`config.mk`:
```
export PLATFORM = sky130hd
export DESIGN_NAME = wbc_intercon_rr_flat
export DESIGN_NICKNAME = d
export VERILOG_FILES = /design/src/rtl/wbc_intercon_rr_pkg.sv /design/src/rtl/wbc_intercon_rr_if.sv /design/src/rtl/wb_rr_arbiter.sv /design/src/rtl/wbc_intercon_rr.sv /design/src/flat_wrapper.sv
export SDC_FILE = /design/constraint.sdc
export NUM_CORES = 1
export LEC_CHECK = 0
export CELL_PAD_IN_SITES_DETAIL_PLACEMENT = 1
export CELL_PAD_IN_SITES_GLOBAL_PLACEMENT = 1
export CORE_AREA = 2 2 192 194
export CTS_CLUSTER_DIAMETER = 40
export DETAILED_ROUTE_END_ITERATION = 7
export DIE_AREA = 0 0 194 196
export GPL_TIMING_DRIVEN = 0
export PLACE_DENSITY = 0.57
export RECOVER_POWER = 50
export SLEW_MARGIN = 20
export SYNTH_ARGS = -nofsm -noshare
export SYNTH_HDL_FRONTEND = slang
export SYNTH_SLANG_ARGS = --single-unit
```
`constraint.sdc`:
```
create_clock -name clk_i -period 2.9 [get_ports clk_i]
set_clock_uncertainty 0.05 [all_clocks]
set_input_delay 0.435 -clock clk_i [delete_from_list [all_inputs] [get_ports clk_i]]
set_output_delay 0.435 -clock clk_i [all_outputs]
set_load 0.02 [all_outputs]
```
`src/rtl/wbc_intercon_rr_pkg.sv`:
```
// wbc_intercon_rr_pkg: shared definitions for the round-robin control-bus
// interconnect. It holds the FSM state encoding, the watchdog counter width,
// the default control-bus slave map, and an index-width helper.
package wbc_intercon_rr_pkg;

  typedef enum logic [1:0] {
    ST_IDLE = 2'd0,
    ST_OWN  = 2'd1,
    ST_ERR  = 2'd2
  } state_t;

  localparam int TO_W = 8;

  // Default control-bus slave map (20-bit address space, 64 KiB windows)
  localparam logic [19:0] ID_CTRL_BASE = 20'h00000;
  localparam logic [19:0] HK_BASE      = 20'h10000;
  localparam logic [19:0] RFP_BASE     = 20'h20000;
  localparam logic [19:0] LAB4_BASE    = 20'h30000;
  localparam logic [19:0] WIN_MASK     = 20'hF0000;

  localparam logic [4*20-1:0] CB_SLV_BASE = {LAB4_BASE, RFP_BASE, HK_BASE, ID_CTRL_BASE};
  localparam logic [4*20-1:0] CB_SLV_MASK = {4{WIN_MASK}};

  // Width of an index into n items. This is never less than 1.
  function automatic int idx_w(input int n);
    return (n > 1) ? $clog2(n) : 1;
  endfunction

endpackage

```
`src/rtl/wbc_intercon_rr_if.sv`:
```
// wbc_intercon_rr_if: the bundle of master-side and slave-side WISHBONE
// signals around the interconnect.
//   slave  : view used by the interconnect. It takes master requests and
//            slave responses as inputs, and drives master responses and
//            slave strobes.
//   master : view used by the surrounding system. Every direction is the
//            opposite of the slave view.
interface wbc_intercon_rr_if #(
  parameter int NM = 3,
  parameter int NS = 4,
  parameter int AW = 20,
  parameter int DW = 32
);
  logic [NM-1:0]                m_cyc_i, m_stb_i, m_we_i;
  logic [NM-1:0][AW-1:0]        m_adr_i;
  logic [NM-1:0][DW-1:0]        m_dat_i;
  logic [NM-1:0][DW/8-1:0]      m_sel_i;
  logic [NM-1:0]                m_ack_o, m_err_o, m_rty_o;
  logic [NM-1:0][DW-1:0]        m_dat_o;
  logic [NS-1:0]                s_cyc_o, s_stb_o;
  logic                         s_we_o;
  logic [AW-1:0]                s_adr_o;
  logic [DW-1:0]                s_dat_o;
  logic [DW/8-1:0]              s_sel_o;
  logic [NS-1:0]                s_ack_i, s_err_i, s_rty_i;
  logic [NS-1:0][DW-1:0]        s_dat_i;

  modport slave (
    input  m_cyc_i, m_stb_i, m_we_i, m_adr_i, m_dat_i, m_sel_i,
    output m_ack_o, m_err_o, m_rty_o, m_dat_o,
    output s_cyc_o, s_stb_o, s_we_o, s_adr_o, s_dat_o, s_sel_o,
    input  s_ack_i, s_err_i, s_rty_i, s_dat_i
  );

  modport master (
    output m_cyc_i, m_stb_i, m_we_i, m_adr_i, m_dat_i, m_sel_i,
    input  m_ack_o, m_err_o, m_rty_o, m_dat_o,
    input  s_cyc_o, s_stb_o, s_we_o, s_adr_o, s_dat_o, s_sel_o,
    output s_ack_i, s_err_i, s_rty_i, s_dat_i
  );
endinterface

```
`src/rtl/wb_rr_arbiter.sv`:
```
// wb_rr_arbiter: round-robin request picker with a registered pointer.
//   clk_i, rst_i : clock and asynchronous active-high reset
//   req          : request vector
//   upd          : when high and a request wins, load the pointer with the winner
//   gnt, idx, vld: one-hot winner, winner index, and "some request present"
// The search starts at pointer+1 (mod NM). The pointer resets to NM-1, so
// master 0 wins the first arbitration.
module wb_rr_arbiter
  import wbc_intercon_rr_pkg::*;
#(
  parameter int NM = 3,
  parameter int IW = idx_w(NM)
) (
  input  logic          clk_i,
  input  logic          rst_i,
  input  logic [NM-1:0] req,
  input  logic          upd,
  output logic [NM-1:0] gnt,
  output logic [IW-1:0] idx,
  output logic          vld
);
  logic [IW-1:0] ptr;

  always_comb begin
    int c;
    c   = 0;
    gnt = '0;
    idx = '0;
    vld = 1'b0;
    for (int i = 1; i <= NM; i++) begin
      c = (int'(ptr) + i) % NM;
      if (!vld && req[c]) begin
        vld    = 1'b1;
        gnt[c] = 1'b1;
        idx    = IW'(c);
      end
    end
  end

  always_ff @(posedge clk_i or posedge rst_i) begin
    if (rst_i)           ptr <= IW'(NM - 1);
    else if (upd && vld) ptr <= idx;
  end
endmodule

```
`src/rtl/wbc_intercon_rr.sv`:
```
// wbc_intercon_rr: shared-bus WISHBONE interconnect with NM masters and NS
// slaves. It provides round-robin arbitration with cyc-hold locking,
// base/mask decode, an error response for unmapped addresses, and a
// per-transfer watchdog.
//   clk_i, rst_i : wbc_clk and asynchronous active-high reset
//   bus          : all master and slave bus signals (slave modport)
//   grant_o      : one-hot current owner, registered
//   timeout_o    : one-cycle pulse when the watchdog expires
module wbc_intercon_rr
  import wbc_intercon_rr_pkg::*;
#(
  parameter int              NM       = 3,
  parameter int              NS       = 4,
  parameter int              AW       = 20,
  parameter int              DW       = 32,
  parameter logic [NS*AW-1:0] SLV_BASE = {NS*AW{1'b0}},
  parameter logic [NS*AW-1:0] SLV_MASK = {NS*AW{1'b0}},
  parameter int              TIMEOUT  = 255
) (
  input  logic              clk_i,
  input  logic              rst_i,
  wbc_intercon_rr_if.slave  bus,
  output logic [NM-1:0]     grant_o,
  output logic              timeout_o
);
  localparam int MIW = idx_w(NM);
  localparam int SIW = idx_w(NS);

  state_t          state;
  logic [MIW-1:0]  gidx;
  logic [TO_W-1:0] wd_cnt;

  logic [NM-1:0]   arb_gnt;
  logic [MIW-1:0]  arb_idx;
  logic            arb_vld;

  wb_rr_arbiter #(.NM(NM), .IW(MIW)) u_arb (
    .clk_i (clk_i),
    .rst_i (rst_i),
    .req   (bus.m_cyc_i),
    .upd   (state == ST_IDLE),
    .gnt   (arb_gnt),
    .idx   (arb_idx),
    .vld   (arb_vld)
  );

  // Signals of the granted master
  logic            gcyc, gstb, gwe;
  logic [AW-1:0]   gadr;
  logic [DW-1:0]   gdat;
  logic [DW/8-1:0] gsel;
  assign gcyc = bus.m_cyc_i[gidx];
  assign gstb = bus.m_stb_i[gidx];
  assign gwe  = bus.m_we_i[gidx];
  assign gadr = bus.m_adr_i[gidx];
  assign gdat = bus.m_dat_i[gidx];
  assign gsel = bus.m_sel_i[gidx];

  // Address decode. When several slaves hit, the lowest index wins.
  logic [NS-1:0]  raw_hit, hit_oh;
  logic [SIW-1:0] hit_idx;
  logic           any_hit;

  for (genvar k = 0; k < NS; k++) begin : g_dec
    assign raw_hit[k] = (gadr & SLV_MASK[k*AW +: AW]) ==
                        (SLV_BASE[k*AW +: AW] & SLV_MASK[k*AW +: AW]);
  end

  always_comb begin
    hit_oh  = '0;
    hit_idx = '0;
    any_hit = 1'b0;
    for (int k = 0; k < NS; k++) begin
      if (!any_hit && raw_hit[k]) begin
        any_hit   = 1'b1;
        hit_oh[k] = 1'b1;
        hit_idx   = SIW'(k);
      end
    end
  end

  // Response from the slave that was hit
  logic          r_ack, r_err, r_rty, resp, wd_fire;
  logic [DW-1:0] r_dat;
  assign r_ack = any_hit & bus.s_ack_i[hit_idx];
  assign r_err = any_hit & bus.s_err_i[hit_idx];
  assign r_rty = any_hit & bus.s_rty_i[hit_idx];
  assign r_dat = any_hit ? bus.s_dat_i[hit_idx] : '0;
  assign resp  = r_ack | r_err | r_rty;

  // A response in the expiry cycle suppresses the timeout
  assign wd_fire   = (state == ST_OWN) & gstb & ~resp & (wd_cnt == TO_W'(TIMEOUT));
  assign timeout_o = wd_fire;

  always_comb begin
    bus.s_cyc_o = '0;
    bus.s_stb_o = '0;
    bus.s_we_o  = 1'b0;
    bus.s_adr_o = '0;
    bus.s_dat_o = '0;
    bus.s_sel_o = '0;
    bus.m_ack_o = '0;
    bus.m_err_o = '0;
    bus.m_rty_o = '0;
    bus.m_dat_o = '0;
    if (state == ST_OWN) begin
      bus.s_cyc_o        = {NS{gcyc & ~wd_fire}} & hit_oh;
      bus.s_stb_o        = {NS{gstb & ~wd_fire}} & hit_oh;
      bus.s_we_o         = gwe;
      bus.s_adr_o        = gadr;
      bus.s_dat_o        = gdat;
      bus.s_sel_o        = gsel;
      bus.m_ack_o[gidx]  = r_ack;
      bus.m_err_o[gidx]  = r_err;
      bus.m_rty_o[gidx]  = r_rty;
      bus.m_dat_o[gidx]  = r_dat;
    end
    if (state == ST_ERR) bus.m_err_o[gidx] = 1'b1;
  end

  always_ff @(posedge clk_i or posedge rst_i) begin
    if (rst_i) begin
      state   <= ST_IDLE;
      grant_o <= '0;
      gidx    <= '0;
      wd_cnt  <= '0;
    end else begin
      case (state)
        ST_IDLE: begin
          wd_cnt <= '0;
          if (arb_vld) begin
            state   <= ST_OWN;
            grant_o <= arb_gnt;
            gidx    <= arb_idx;
          end
        end
        ST_OWN: begin
          if (!gcyc) begin
            state   <= ST_IDLE;
            grant_o <= '0;
            wd_cnt  <= '0;
          end else if (wd_fire || (gstb && !any_hit)) begin
            state  <= ST_ERR;
            wd_cnt <= '0;
          end else if (resp || !gstb) begin
            wd_cnt <= '0;
          end else begin
            wd_cnt <= wd_cnt + 1'b1;
          end
        end
        ST_ERR: begin
          // The err goes out this cycle whatever cyc does
          wd_cnt <= '0;
          if (gcyc) state <= ST_OWN;
          else begin
            state   <= ST_IDLE;
            grant_o <= '0;
          end
        end
        default: begin
          state   <= ST_IDLE;
          grant_o <= '0;
        end
      endcase
    end
  end
endmodule

```
`src/flat_wrapper.sv`:
```
// flat-port wrapper written by rule: the top's interface ports become plain ports
module wbc_intercon_rr_flat import wbc_intercon_rr_pkg::*;
#(
  parameter int              NM       = 3,
  parameter int              NS       = 4,
  parameter int              AW       = 20,
  parameter int              DW       = 32,
  parameter logic [NS*AW-1:0] SLV_BASE = {NS*AW{1'b0}},
  parameter logic [NS*AW-1:0] SLV_MASK = {NS*AW{1'b0}},
  parameter int              TIMEOUT  = 255
)
  (clk_i, rst_i, grant_o, timeout_o, bus_m_cyc_i, bus_m_stb_i, bus_m_we_i, bus_m_adr_i, bus_m_dat_i, bus_m_sel_i, bus_m_ack_o, bus_m_err_o, bus_m_rty_o, bus_m_dat_o, bus_s_cyc_o, bus_s_stb_o, bus_s_we_o, bus_s_adr_o, bus_s_dat_o, bus_s_sel_o, bus_s_ack_i, bus_s_err_i, bus_s_rty_i, bus_s_dat_i);
  wbc_intercon_rr_if #(.NM(NM), .NS(NS), .AW(AW), .DW(DW)) bus_i ();
  input  logic clk_i;
  input  logic rst_i;
  output logic [NM-1:0] grant_o;
  output logic timeout_o;
  input wire logic [$bits(bus_i.m_cyc_i)-1:0] bus_m_cyc_i;
  input wire logic [$bits(bus_i.m_stb_i)-1:0] bus_m_stb_i;
  input wire logic [$bits(bus_i.m_we_i)-1:0] bus_m_we_i;
  input wire logic [$bits(bus_i.m_adr_i)-1:0] bus_m_adr_i;
  input wire logic [$bits(bus_i.m_dat_i)-1:0] bus_m_dat_i;
  input wire logic [$bits(bus_i.m_sel_i)-1:0] bus_m_sel_i;
  output wire logic [$bits(bus_i.m_ack_o)-1:0] bus_m_ack_o;
  output wire logic [$bits(bus_i.m_err_o)-1:0] bus_m_err_o;
  output wire logic [$bits(bus_i.m_rty_o)-1:0] bus_m_rty_o;
  output wire logic [$bits(bus_i.m_dat_o)-1:0] bus_m_dat_o;
  output wire logic [$bits(bus_i.s_cyc_o)-1:0] bus_s_cyc_o;
  output wire logic [$bits(bus_i.s_stb_o)-1:0] bus_s_stb_o;
  output wire logic [$bits(bus_i.s_we_o)-1:0] bus_s_we_o;
  output wire logic [$bits(bus_i.s_adr_o)-1:0] bus_s_adr_o;
  output wire logic [$bits(bus_i.s_dat_o)-1:0] bus_s_dat_o;
  output wire logic [$bits(bus_i.s_sel_o)-1:0] bus_s_sel_o;
  input wire logic [$bits(bus_i.s_ack_i)-1:0] bus_s_ack_i;
  input wire logic [$bits(bus_i.s_err_i)-1:0] bus_s_err_i;
  input wire logic [$bits(bus_i.s_rty_i)-1:0] bus_s_rty_i;
  input wire logic [$bits(bus_i.s_dat_i)-1:0] bus_s_dat_i;
  assign bus_i.m_cyc_i = bus_m_cyc_i;
  assign bus_i.m_stb_i = bus_m_stb_i;
  assign bus_i.m_we_i = bus_m_we_i;
  assign bus_i.m_adr_i = bus_m_adr_i;
  assign bus_i.m_dat_i = bus_m_dat_i;
  assign bus_i.m_sel_i = bus_m_sel_i;
  assign bus_m_ack_o = bus_i.m_ack_o;
  assign bus_m_err_o = bus_i.m_err_o;
  assign bus_m_rty_o = bus_i.m_rty_o;
  assign bus_m_dat_o = bus_i.m_dat_o;
  assign bus_s_cyc_o = bus_i.s_cyc_o;
  assign bus_s_stb_o = bus_i.s_stb_o;
  assign bus_s_we_o = bus_i.s_we_o;
  assign bus_s_adr_o = bus_i.s_adr_o;
  assign bus_s_dat_o = bus_i.s_dat_o;
  assign bus_s_sel_o = bus_i.s_sel_o;
  assign bus_i.s_ack_i = bus_s_ack_i;
  assign bus_i.s_err_i = bus_s_err_i;
  assign bus_i.s_rty_i = bus_s_rty_i;
  assign bus_i.s_dat_i = bus_s_dat_i;
  wbc_intercon_rr #(.NM(NM), .NS(NS), .AW(AW), .DW(DW), .SLV_BASE(SLV_BASE), .SLV_MASK(SLV_MASK), .TIMEOUT(TIMEOUT)) u_core (.clk_i(clk_i), .rst_i(rst_i), .bus(bus_i), .grant_o(grant_o), .timeout_o(timeout_o));
endmodule
```
# Word level (Yosys, flattened, before mapping)
# Index checks and enable logic that the tools add are counted.
[word_totals] reg_bits=17 inputBits=319 out_inout_bits=174 word_cells=123
[classes] addsub=4 n_div=3 order_cmp=8 eq_ne=6 muxes=63 n_bitwise=16 reduce_logical=18
[op_table] cell="AND 96 bit" count=1
[op_table] cell=">= comparator 32 x 1 -> 1 bit (second input constant)" count=3
[op_table] cell="< comparator 32 x 4 -> 1 bit (second input constant)" count=3
[op_table] cell="remainder unit 32 x 3 -> 32 bit (second input constant)" count=3
[op_table] cell="two-way mux 32 bit" count=3
[op_table] cell="two-way mux 96 bit" count=1
[op_table] cell="binary-select mux 32 bit (select 2 bit)" count=1
[op_table] cell="demux 32 bit (select 2 bit)" count=1
[op_table] cell="binary-select mux 20 bit (select 2 bit)" count=1
[op_table] cell="two-way mux 20 bit" count=2
[op_table] cell="two-way mux 3 bit" count=9
[op_table] cell="two-way mux 8 bit" count=3
[op_table] cell="two-way mux 1 bit" count=20
[op_table] cell="one-hot mux 8 bit (2 select lines)" count=1
[op_table] cell="binary-select mux 1 bit (select 2 bit)" count=6
[op_table] cell="two-way mux 2 bit" count=6
[op_table] cell="AND 3 bit" count=3
[op_table] cell="OR 3 bit" count=3
[op_table] cell="adder 8 x 1 -> 8 bit (second input constant)" count=1
[op_table] cell="binary-select mux 4 bit (select 2 bit)" count=1
[op_table] cell="demux 1 bit (select 2 bit)" count=4
[op_table] cell="== test 8 bit (second input constant)" count=1
[op_table] cell="two-way mux 4 bit" count=2
[op_table] cell="logical AND 1 bit" count=7
[op_table] cell="20 further kinds" count=32

# Logic depth before layout (Yosys ltp)
[depth] word_depth=14 mapped_depth=9 depth_no_buf=7

# Cells and area by module
# From an unflattened synthesis, not the netlist that was laid out.
[unflattened] hier_cells=573 area_unflattened_um2=3438.3
[modules_own_cells] module="wbc_intercon_rr" instances=1 cells_per_inst=514 area_each_um2=2949.1 seq_area_each_um2=375.4
[modules_own_cells] module="wb_rr_arbiter" instances=1 cells_per_inst=59 area_each_um2=489.2 seq_area_each_um2=51.3

# Worst setup path before layout
# Ideal clock, no wire load.
[synth_path] path_kind="reg-to-reg" from="reg u_core.u_arb.ptr[0]" to="reg u_core.grant_o[0]" setup_time_ns=0.122 t_arrival_ns=2.287 required_time_ns=2.728 setup_slack_ns=0.442 stages_incl_launch_ff=10 path_buffers=2 synth_period_minus_slack_ns=2.458 path_cell_list="dfrtp_1 -> buf_2 -> buf_2 -> inv_1 -> ha_1 -> and2_1 -> o31a_1 -> mux2_2 -> mux2_2 -> a32o_1"
[synth_via] elab_chain_len=14 elab_cells_between_ends=46 cone_classes="3 x add/sub; 3 x div; 6 x order compare; 1 x eq/ne; 23 x mux; 2 x bitwise; 8 x reduce/logical"
[synth_lines] item="start, declared" line="wb_rr_arbiter.sv:22" source="logic [IW-1:0] ptr;"
[synth_lines] item="start signal, assigned" line="wb_rr_arbiter.sv:41" source="if (rst_i) ptr <= IW'(NM - 1);"
[synth_lines] item="start signal, assigned" line="wb_rr_arbiter.sv:42" source="else if (upd && vld) ptr <= idx;"
[synth_lines] item="branches (longest 14 deep; another with remainder unit 32 x 3 -> 32 bit)"
[synth_lines] item="end signal, assigned" line="wbc_intercon_rr.sv:133" source="grant_o <= arb_gnt;"
[synth_lines] item="end, declared" line="wbc_intercon_rr.sv:23" source="output logic [NM-1:0] grant_o,"
# Parallel ways; which one is timed is not known. The select of a mux whose other input is x is not followed.
# A chain may end at the register's enable or synchronous reset.

==> impl_metrics.yaml <==
status:
  status: "finished clean"
die:
  die_x_um: 194
  initial_core_util_pct: 9.015
  ios: 493
  die_area_mm2: 0.03802
  core_mm2: 0.03608
  rows: 70
  die_y_um: 196
yosys:
  synth_area_leaders: "nor2_1 (26%), mux2i_1 (18%), dfrtp_1 (12%), a21oi_1 (9.5%), nand2_1 (5.7%)"
  avgSynthCellArea_um2: 5.915
  synth_seq_cells: 16
  synth_edf_count: 0
  ys_async_sr_fraction_pct: 100.0
  ys_warn_count: 0
  synth_seq_area_share_pct: 12.35
  synth_area_mm2: 0.003253
  synth_top_area_share_pct: 25.62
  synth_flop_cell: "dfrtp_1"
  synthCells: 550
  yosysTopAreaCell: "nor2_1"
  ys_types: 47
worst_setup_path:
  path_cells: "buf_6 -> buf_6 -> inv_1 -> nand2_4 -> clkbuf_4 -> nor2_1 -> clkdlybuf4s50_1"
  cp-end-kind: "output pin"
  path_class: "flop to output pin"
  crit_top_cell: "buf_6"
  r2r_slack_ns: 0.19
  startpoint_type: "flop"
  max_stage_delay_ns: 0.61
  slowest_stage: "clkdlybuf4s50_1"
  worstPathMaxFanout: 10
  crit_required_ns: 2.41
  cp_data_arrival_time_ns: 2.32
sta:
  fin_setup_tns_ns: 0
  whs_ns: 0.4408
  slew_headroom_pct: 54.05
  setup_viol: 0
  period_share_pct: 96.72
  max_freq_mhz: 356.5
  finalHoldViolCount: 0
  tightestPinTransition_ns: 0.6884
  report.final.slew_viol_count: 0
  period_minus_slack_ns: 2.805
pwr:
  p_sw_share_pct: 57.58
  p_comb_share_pct: 90.3
  p_per_area_mw_per_mm2: 789.6
  internal_power_uw: 2563
  p_clk_share_pct: 4.6
  power_frac_seq_pct: 5.0
  peakVddDrop_uv: 268.7
  p_switching_uw: 3478
  p_leak_uw: 0.003187
cts:
  clockBufferDepth: 2
  postCtsHoldBufs: 0
  h-tree-depth: 1
  clock-root-buffer: "clkbuf_16"
  clkTransAtPathRegs_ns: 0.05
  clkSinkCount: 16
  numCtsBuffers: 3
  cts_tree: "yes"
  clk_latency_ns: 0.25
grt:
  antenna_found_initial: 0
  grt_usage_pct: 10.83
  first_global_vias: 5589
  grt_start_max_net_pins: 17
  grt_pass1_wl_mm: 32.45
  grt_overflow_total: 0
placement:
  port_buffers: 381
  gp_congestion: 0.8074
  dp_hpwl_mm: 18.91
drt:
  vias: 5325
  ant_nets: 0
  firstDrtPassIters: 4
  routedWlPerCell_um: 15.72
  drtIter0Drc: 80
  finalWirelength_mm: 22.12
  drc: 0
  via_per_inst: 3.785
cells_and_area:
  layout-drive-gt1-share_pct: 6.922
  diodes: 0
  syn_to_final_growth_pct: 135.2
  fillCellCount: 4481
  final_nets: 1269
worst_hold_path:
  hold_class: "flop to flop"
run:
  max_cap_viol_count: 0
[per-layer routing]
| layer | vias up | routed length, µm | part of all wire [%] | GRT usage, % |
|---|---|---|---|---|
| li1 | 2585 | - | - | - |
| met1 | 2418 | 8575 | 39 | 11.72 |
| met2 | 299 | 11140 | 50 | 20.75 |
| met3 | 23 | 1930 | 8.7 | 2.957 |
| met4 | 0 | 481 | 2.2 | 2.553 |
| met5 | - | 0 | 0 | 0 |
[worst max-delay path, delay by kind of cell, from the launching register on]
family / cells / cell delay, ns
buffers and inverters: 5 / 1.37
flip-flops: 1 / 0.41
AND/OR/NAND/NOR: 2 / 0.27
[metrics by stage]
step,instances,util (%),setup slack [ns],instance area (µm²),total power (µW)
after global routing,1407,21.20,-0.004458,7650,6566
after detailed placement,1404,21.26,-1.018,7671,6073
after global placement,1404,21.26,-1.035,7671,6067
final,1407,21.20,0.09505,7650,6041
after CTS,1407,21.63,-0.0002094,7804,6294
after floorplan,555,-,0.4419,3272,3428
[layout make-up]
cell class                      instances  area, µm²  share of cell area [%]
Clock buffer                            4      78.83                   1.030
Inverter                               11      45.04                  0.5888
Tap cell                              468      585.6                   7.655
Sequential cell                        16      401.6                   5.250
Buffer                                 49      332.8                   4.351
Timing Repair Buffer                  382       3590                   46.93
Multi-Input combinational cell        477       2616                   34.20
[Yosys cell counts (2+ instances only)]
| cell | count |
|---|---|
| a211oi_1 | 2 |
| a21oi_1 | 62 |
| a22o_1 | 3 |
| a31oi_1 | 2 |
| a32o_1 | 3 |
| and2_1 | 3 |
| buf_1 | 6 |
| buf_2 | 4 |
| buf_4 | 6 |
| buf_6 | 2 |
| clkbuf_1 | 32 |
| dfrtp_1 | 15 |
| ha_1 | 10 |
| inv_1 | 11 |
| mux2_2 | 3 |
| mux2i_1 | 60 |
| nand2_1 | 49 |
| nand2b_1 | 5 |
| nand3_1 | 8 |
| nor2_1 | 222 |
| nor2b_1 | 2 |
| nor4_1 | 2 |
| o21a_1 | 4 |
| o21ai_0 | 6 |
| o22ai_1 | 2 |
| o2bb2ai_1 | 3 |
| o41ai_1 | 2 |
| xnor2_1 | 2 |
[final timing paths]
check / from / end / cells past startpoint
worst max-delay path: u_core.u_arb.ptr[0] / bus_m_dat_o[88] / 7
worst min-delay path: u_core.grant_o[1] / u_core.grant_o[1] / 1
worst max register to register: u_core.u_arb.ptr[0] / u_core.grant_o[0] / 9
worst min register to register: u_core.grant_o[1] / u_core.grant_o[1] / 1
max in group asynchronous: rst_i / u_core.gidx[1] / 2
min in group asynchronous: rst_i / u_core.wd_cnt[0] / 2
[power by group through the flow]
stage               logic, µW  clock network (µW)  registers (µW)
finish                   5460                 280             305
CTS                      5700                 286             305
floorplan                3120                   0             311
global route             5960                 292             311
global placement         5760                   0             307
detailed placement       5770                   0             308
[cells by family after synthesis]
kind of cell	share of synthesized area [%]
simple gates	36.88
compound gates	18.00
mux	19.50
buf+inv	8.769
flops	12.35
fa+ha+maj	3.846
xor+xnor	0.5386
other cells	0.1153
[layout by cell type (no fill, tap or decap), drive strengths merged, types with 4 or more instances in the layout]
cell and count:
clkdlybuf4s50 285, conb 6, clkdlybuf4s15 7, dlygate4sd3 6
o21a 4, o21ai 7, buf 18, nor2 222
nand3 8, nand2 49, dlygate4sd2 56, nand2b 5
a21oi 62, ha 10, inv 10, mux2i 60
dfrtp 15, clkbuf 63
[registers in the layout (all words and copies together), names as in the netlist]
signal	cells
u_core.gidx	1
u_core.u_arb.ptr	2
u_core.wd_cnt	8
u_core.state	2
u_core.grant_o	3
[repair_timing]
| action | 4_1_cts | 5_1_grt |
|---|---|---|
| pin swaps | 0 | 0 |
| hold endpoints to repair | 0 | 0 |
| gates resized for setup | 128 | 37 |
| endpoints found under the setup margin | 173 | 63 |
| buffers inserted | 1 | 0 |
(Power assumes the default switching activity.)
